File: src/rtl/sipo_frame_ctrl.sv
// sipo_frame_ctrl
//   Frame controller for an external serial-in/parallel-out shift register.
//   A one-cycle start clears the SIPO and begins a frame; WIDTH qualified
//   bits are shifted (MSB first), an optional even-parity bit is checked,
//   and the resulting word is presented on a valid/ready output register.
//
// Ports
//   clk        : single clock, rising edge
//   clear_n    : synchronous active-low reset
//   start      : frame-start request (honoured in IDLE only)
//   si         : serial data bit
//   bit_en     : qualifies si this cycle
//   po_in      : parallel output of the external SIPO
//   sipo_clr   : active-high clear to the SIPO (combinational)
//   shift_en   : shift enable to the SIPO (combinational)
//   busy       : frame in progress
//   bit_cnt    : data bits shifted in the current frame
//   out_data   : captured word
//   out_valid  : out_data holds an unaccepted word
//   out_ready  : consumer accepts the word
//   parity_err : parity result for out_data (0 when PARITY_EN=0)
//   overrun    : sticky, a completed word was dropped
//   clr_err    : clears overrun
//
// state  | meaning
// IDLE   | waiting for start
// SHIFT  | shifting data bits into the SIPO
// PARITY | waiting for the parity bit
// LOAD   | transferring the SIPO word to the output register

module sipo_frame_ctrl #(
    parameter int WIDTH     = 9,
    parameter bit PARITY_EN = 1'b0
) (
    input  logic                       clk,
    input  logic                       clear_n,
    input  logic                       start,
    input  logic                       si,
    input  logic                       bit_en,
    input  logic [WIDTH-1:0]           po_in,
    output logic                       sipo_clr,
    output logic                       shift_en,
    output logic                       busy,
    output logic [$clog2(WIDTH+1)-1:0] bit_cnt,
    output logic [WIDTH-1:0]           out_data,
    output logic                       out_valid,
    input  logic                       out_ready,
    output logic                       parity_err,
    output logic                       overrun,
    input  logic                       clr_err
);

    localparam int CW = $clog2(WIDTH + 1);

    typedef enum logic [1:0] {
        IDLE   = 2'd0,
        SHIFT  = 2'd1,
        PARITY = 2'd2,
        LOAD   = 2'd3
    } state_t;

    state_t           state_q, state_d;
    logic [CW-1:0]    bit_cnt_q, bit_cnt_d;
    logic             perr_q, perr_d;
    logic [WIDTH-1:0] out_data_q, out_data_d;
    logic             out_valid_q, out_valid_d;
    logic             parity_err_q, parity_err_d;
    logic             overrun_q, overrun_d;

    always_comb begin
        state_d      = state_q;
        bit_cnt_d    = bit_cnt_q;
        perr_d       = perr_q;
        out_data_d   = out_data_q;
        out_valid_d  = out_valid_q;
        parity_err_d = parity_err_q;
        overrun_d    = overrun_q;
        sipo_clr     = 1'b0;
        shift_en     = 1'b0;

        // Consumer handshake; a LOAD on the same edge overrides below.
        if (out_valid_q && out_ready) begin
            out_valid_d = 1'b0;
        end
        // Clear first so that a same-edge overrun set wins.
        if (clr_err) begin
            overrun_d = 1'b0;
        end

        case (state_q)
            IDLE: begin
                if (start) begin
                    state_d   = SHIFT;
                    sipo_clr  = 1'b1;
                    bit_cnt_d = '0;
                    perr_d    = 1'b0;
                end
            end
            SHIFT: begin
                shift_en = bit_en;
                if (bit_en) begin
                    bit_cnt_d = bit_cnt_q + CW'(1);
                    if (bit_cnt_q == CW'(WIDTH - 1)) begin
                        state_d = PARITY_EN ? PARITY : LOAD;
                    end
                end
            end
            PARITY: begin
                // po_in already holds the full data word; si is the parity bit.
                if (bit_en) begin
                    perr_d  = PARITY_EN ? ^{po_in, si} : 1'b0;
                    state_d = LOAD;
                end
            end
            LOAD: begin
                if (!out_valid_q || out_ready) begin
                    out_data_d   = po_in;
                    parity_err_d = perr_q;
                    out_valid_d  = 1'b1;
                end else begin
                    overrun_d = 1'b1;
                end
                state_d = IDLE;
            end
            default: begin
                state_d = IDLE;
            end
        endcase

        // Hold the SIPO cleared and frozen while in reset.
        if (!clear_n) begin
            sipo_clr = 1'b1;
            shift_en = 1'b0;
        end
    end

    always_ff @(posedge clk) begin
        if (!clear_n) begin
            state_q      <= IDLE;
            bit_cnt_q    <= '0;
            perr_q       <= 1'b0;
            out_data_q   <= '0;
            out_valid_q  <= 1'b0;
            parity_err_q <= 1'b0;
            overrun_q    <= 1'b0;
        end else begin
            state_q      <= state_d;
            bit_cnt_q    <= bit_cnt_d;
            perr_q       <= perr_d;
            out_data_q   <= out_data_d;
            out_valid_q  <= out_valid_d;
            parity_err_q <= parity_err_d;
            overrun_q    <= overrun_d;
        end
    end

    assign busy       = (state_q != IDLE);
    assign bit_cnt    = bit_cnt_q;
    assign out_data   = out_data_q;
    assign out_valid  = out_valid_q;
    assign parity_err = parity_err_q;
    assign overrun    = overrun_q;

endmodule

File: config.mk
export PLATFORM = sky130hd
export DESIGN_NAME = sipo_frame_ctrl
export DESIGN_NICKNAME = d
export VERILOG_FILES = /design/src/rtl/sipo_frame_ctrl.sv
export SDC_FILE = /design/constraint.sdc
export NUM_CORES = 1
export LEC_CHECK = 0
export ABC_AREA = 0
export BUFFER_PORTS_ARGS = -buffer_cell sky130_fd_sc_hd__buf_2
export CORE_MARGIN = 5
export CORE_UTILIZATION = 44
export CTS_BUF_LIST = sky130_fd_sc_hd__clkbuf_8
export DETAILED_ROUTE_END_ITERATION = 12
export GPL_TIMING_DRIVEN = 0
export PLACE_DENSITY = 0.79
export SLEW_MARGIN = 20
export SYNTH_ARGS = -nofsm -noshare
export SYNTH_HDL_FRONTEND = slang
export SYNTH_SLANG_ARGS = --single-unit
File: constraint.sdc
create_clock -name clk -period 1.6 [get_ports clk]
set_input_delay 0.16 -clock clk [delete_from_list [all_inputs] [get_ports clk]]
set_output_delay 0.16 -clock clk [all_outputs]
set_load 0.05 [all_outputs]
; ---- Word level (Yosys, flattened, before mapping)
; Cells that the tools add are included.
[word_totals]
reg_bits = 19
out_inout_bits = 19
wordCells = 49
[op_classes]
addsub = 1
n_eq_ne = 8
n_mux = 22
reduce_logical = 11
[ops]
columns = cell, n
row1 = $mux 1, 13
row2 = $mux 2, 4
row3 = $mux 4, 2
row4 = $ne 2x2->1 const B, 4
row5 = $pmux 2 s4, 1
row6 = $pmux 4 s2, 1
row7 = $reduce_and 3->1, 2
row8 = $reduce_bool 2->1, 3
row9 = $add 4x1->4 const B, 1
row10 = $eq 2x2->1 const B, 2
row11 = $eq 4x4->1 const B, 1
row12 = $reduce_and 4->1, 1
row13 = $eq 2x1->1 const B, 1
row14 = $logic_not 2->1, 1
row15 = $pmux 1 s2, 1
row16 = $reduce_and 2->1, 1
row17 = $logic_and 1x1->1, 1
row18 = $logic_not 1->1, 1
row19 = $logic_or 1x1->1, 1

; ---- Depth between registers and ports, before layout
[depth]
word_depth = 4
depth_mapped = 6
mapped_depth_nobuf = 5

; ---- Least setup slack after synthesis
; No wires, ideal clock.
[synth_path]
path_kind = register -> register
from = register bit_cnt_q[0], in the netlist bit_cnt[0]
to = register bit_cnt_q[2], in the netlist bit_cnt[2]
setup_time_ns = 0.070
arrival_time_ns = 1.575
required_ns = 1.530
path_slack_ns = -0.045
path_stages_with_launch = 5
path_cell_list = dfxtp_1 > ha_1 > inv_1 > or4_1 > a21oi_1
[synth_via]
elab_chain_cells = 3
[synth_lines]
columns = item, line
row1 = "start, declared", 63  ; logic [CW-1:0] bit_cnt_q, bit_cnt_d;
row2 = "start signal, assigned", 148  ; bit_cnt_q <= bit_cnt_d;
row3 = $add 4x1->4, 102  ; bit_cnt_d = bit_cnt_q + CW'(1);
row4 = $mux 4, 101  ; if (bit_en) begin
row5 = $pmux 4 s2, 90  ; case (state_q)
; No other way between the ends. The select of a mux whose other input is x is not followed.
; A chain may end at the register's enable or synchronous reset.

; ---- Worst setup path after layout
[layout_path]
from = register state_q[0]
to = register bit_cnt_q[3], in the netlist bit_cnt[3]
[layout_via]
elab_chain_cells = 3
elab_cells_between_ends = 7
classes_between = eq/ne: 3 / mux: 1 / reduce/logical: 3
[layout_lines]
columns = item, line
row1 = "start, declared", 62  ; state_t state_q, state_d;
row2 = "start signal, assigned", 147  ; state_q <= state_d;
row3 = $eq 2x1->1 or $logic_not 2->1 (tied branches), 90
row4 = $ne 2x2->1 (no line) or $reduce_bool 2->1 (tied branches), --
row5 = $reduce_and 3->1 (no line), --
; Several ways; a longest one is shown, not always the timed one.

==> results.json <==
{
  "final_util_pct": 61.6,
  "clock_latency_ns": 0.25,
  "ys_seq_elements": 17,
  "finalCritPeriodShare_pct": 97.0,
  "r2r-end": "bit_cnt[3]",
  "endpoint": "bit_cnt[3]",
  "p_per_area_nw_per_um2": 1400,
  "synth-async-reset-ratio_pct": 0,
  "yosys.area_share.simple_pct": 19.7,
  "synth_edf_count": 0,
  "core_um2": 1940,
  "layout.nets": 165,
  "final.setup.worst_slack_ns": 0.0482,
  "cts_tree": "built",
  "crit_path_start": "state_q[0]",
  "synth.area.mux_share_pct": 3.36,
  "run_status": "completed",
  "drtIter0Drc": 2,
  "dieArea_um2": 3030,
  "yosys-top-cells-area": "dfxtp_1, ha_1, a21boi_0, nand3_1, o21ai_0",
  "clkSinkCount": 17,
  "grt_max_degree": 12,
  "grt_use_total_pct": 14.6,
  "yosys.area_share.adder_pct": 9.79,
  "synth_nets": 128,
  "cp_max_fo": 6,
  "skew_ns": 0.00118,
  "min_path_type": "in2reg",
  "setup_viol": 0,
  "slew-limit-headroom_pct": 64.6,
  "cp-start-kind": "flop",
  "synth_compound_area_share_pct": 21.1,
  "wirelength_um": 2060,
  "ys_types": 26,
  "dpl_cell_area_um2": 1090,
  "syn_area_per_cell_um2": 8.52,
  "grt_pass1_vias": 790,
  "die_y_um": 55.1,
  "dp_hpwl_um": 1570,
  "cp.arrival_ns": 1.73,
  "ant_nets": 0,
  "placementRows": 16,
  "dp.cells": 164,
  "ys.flop_type": "dfxtp_1",
  "place_congestion": 0.795,
  "drt-wirelength-per-cell_um": 12.3,
  "synth_top_area_share_pct": 38.0,
  "fp.dieW_um": 55.1,
  "tightest_slew_ns": 0.530,
  "grt_pass1_wl_um": 3190,
  "antennaDiodeCount": 0,
  "drv_cap": 0,
  "h-tree-depth": 1,
  "synth_area_leader_cell": "dfxtp_1",
  "fillerInstances": 201,
  "finalCriticalPeriod_ns": 1.55,
  "vias_per_cell": 5.14,
  "rr_worst_depth": 5,
  "worstPathRequired_ns": 1.78,
  "cp-end-kind": "flop",
  "port_buffers": 32,
  "cts.clk_slew.worst_paths_ns": 0.06,
  "fmax_mhz": 644,
  "worstSetupPathType": "reg2reg",
  "netlist_area_um2": 895,
  "r2r-start": "state_q[0]",
  "dpl_worst_slack_ns": -0.120,
  "cts_root_buffer": "clkbuf_8",
  "antenna_found_initial": 0,
  "area_delta_synth_final_pct": 33.7,
  "synth_top_family_by_area": "compound AO/OA/AOI/OAI gates",
  "slew_violations": 0,
  "drc": 0,
  "dr_total_vias": 864,
  "synth_xor_area_share_pct": 0,
  "finalHoldViolCount": 0,
  "fin_area_um2": 1200,
  "cts_buffer_depth": 2,
  "leakagePower_nw": 0.535,
  "syn_inst": 105,
  "instances_no_fill": 168,
  "ios": 35,
  "hold_slack_ns": 0.170,
  "first_pass_iters": 4,
  "overflow": 0,
  "yosys_warnings": 0,
  "r2r_slack_ns": 0.05,
  "vdd_ir_drop_max_v": 0.00125,
  "drive_gt1_share_pct": 36.2,
  "seq_area_frac_synth_pct": 38.0,
  "initial_core_util_pct": 46.1,
  "cts_buffers": 3
}
critical path, cell delays in order (launching register included):
cell and delay [ns]:
dfxtp_4 0.36, inv_1 0.08, ha_4 0.19, mux2i_4 0.20
or4_4 0.52, a21oi_2 0.15
metal layers:
layer | wire length, um | GRT usage (%) | part of all wire, % | up-vias
li1 | - | - | - | 429
met3 | 162 | 2.68 | 7.9 | 5
met4 | 38 | 8.10 | 1.8 | 0
met1 | 878 | 17.1 | 43 | 402
met5 | 0 | 0 | 0 | -
met2 | 982 | 24.8 | 48 | 28
sequential cells by signal, summed over array words and instances, names as in the netlist:
name       flops
overrun        1
bit_cnt        4
state_q        2
out_data       9
out_valid      1
stage by stage:
stage,setup TNS [ns],power [W]
detailed placement,-0.446,0.00122
finish,0,0.00168
floorplan,0,0.00107
global placement,-0.0830,0.00120
global route,-0.000473,0.00178
CTS,0,0.00156
cells in the final DEF, fill, tap and decap left out:
cell,instances
dfxtp_4,2
dfxtp_1,13
or4_4,1
inv_1,9
nor2b_1,4
clkbuf_8,3
conb_1,1
a21oi_1,2
clkbuf_1,2
o31ai_1,2
ha_4,2
and2_1,1
mux2i_4,1
or4_1,1
dfxtp_2,2
inv_2,1
nor2_1,1
nand3_1,12
buf_2,32
clkdlybuf4s50_2,1
buf_4,3
or2b_2,1
o22ai_1,1
a31oi_1,1
and2b_1,1
o221a_2,1
o21ai_0,12
a21boi_0,10
mux2i_1,2
and3_1,1
a21oi_2,1
nand2_1,6
and3b_1,1
nand2b_1,2
ha_1,5
cell families (layout without fill, tap and decap cells):
logic type | count (synthesis) | count (layout)
buffers and inverters | 15 | 51
adders and majority gates | 7 | 7
AOI/OAI and AO/OA | 30 | 30
DFF | 17 | 17
and+or+nand+nor | 32 | 32
muxes | 3 | 3
other | 1 | 1
timing repair:
| item | CTS | global route |
|---|---|---|
| gates resized for setup | 5 | 8 |
| setup endpoints to repair | 10 | 12 |
| hold buffers | 0 | 0 |
| pin swaps | 0 | 1 |
| hold endpoints to repair | 0 | 0 |
| setup buffers | 0 | 2 |
cell type report:
class | instances | area (um^2) | share of cell area, %
well taps | 27 | 33.8 | 2.82
clock buffers | 3 | 41.3 | 3.45
repair buffers | 34 | 175 | 14.6
clock inverters | 1 | 3.75 | 0.314
inverters | 9 | 33.8 | 2.82
flip-flops and latches | 17 | 350 | 29.3
plain buffers | 4 | 26.3 | 2.20
multi-input cells | 73 | 532 | 44.5
report_power, final:
| part | switching [W] | total, W | internal [W] |
|---|---|---|---|
| Sequential | 0.0000558 | 0.000552 | 0.000496 |
| Clock | 0.000133 | 0.000303 | 0.000170 |
| Combinational | 0.000513 | 0.000825 | 0.000312 |
| Total | 0.000702 | 0.00168 | 0.000978 |
Yosys cell counts, drive strengths merged (2+ instances only):
| master | n |
|---|---|
| a21oi | 3 |
| inv | 9 |
| mux2i | 3 |
| o21ai | 12 |
| nand2b | 2 |
| a21boi | 10 |
| o31ai | 2 |
| nor2b | 4 |
| clkbuf | 4 |
| nand3 | 12 |
| dfxtp | 17 |
| ha | 7 |
| nand2 | 6 |
| or4 | 2 |
worst min-delay path by stage:
stage | slack (ns) | end | cells after the start | start
2_1_floorplan | 0.31 | state_q[0] | 2 | clear_n
3_3_place_gp | 0.42 | out_data[1] | 3 | po_in[1]
3_5_place_dp | 0.43 | out_data[1] | 3 | po_in[1]
4_1_cts | 0.17 | out_data[1] | 3 | po_in[1]
5_1_grt | 0.19 | out_data[0] | 3 | po_in[0]
6_report | 0.17 | out_data[1] | 3 | po_in[1]
(Power assumes the default switching activity.)
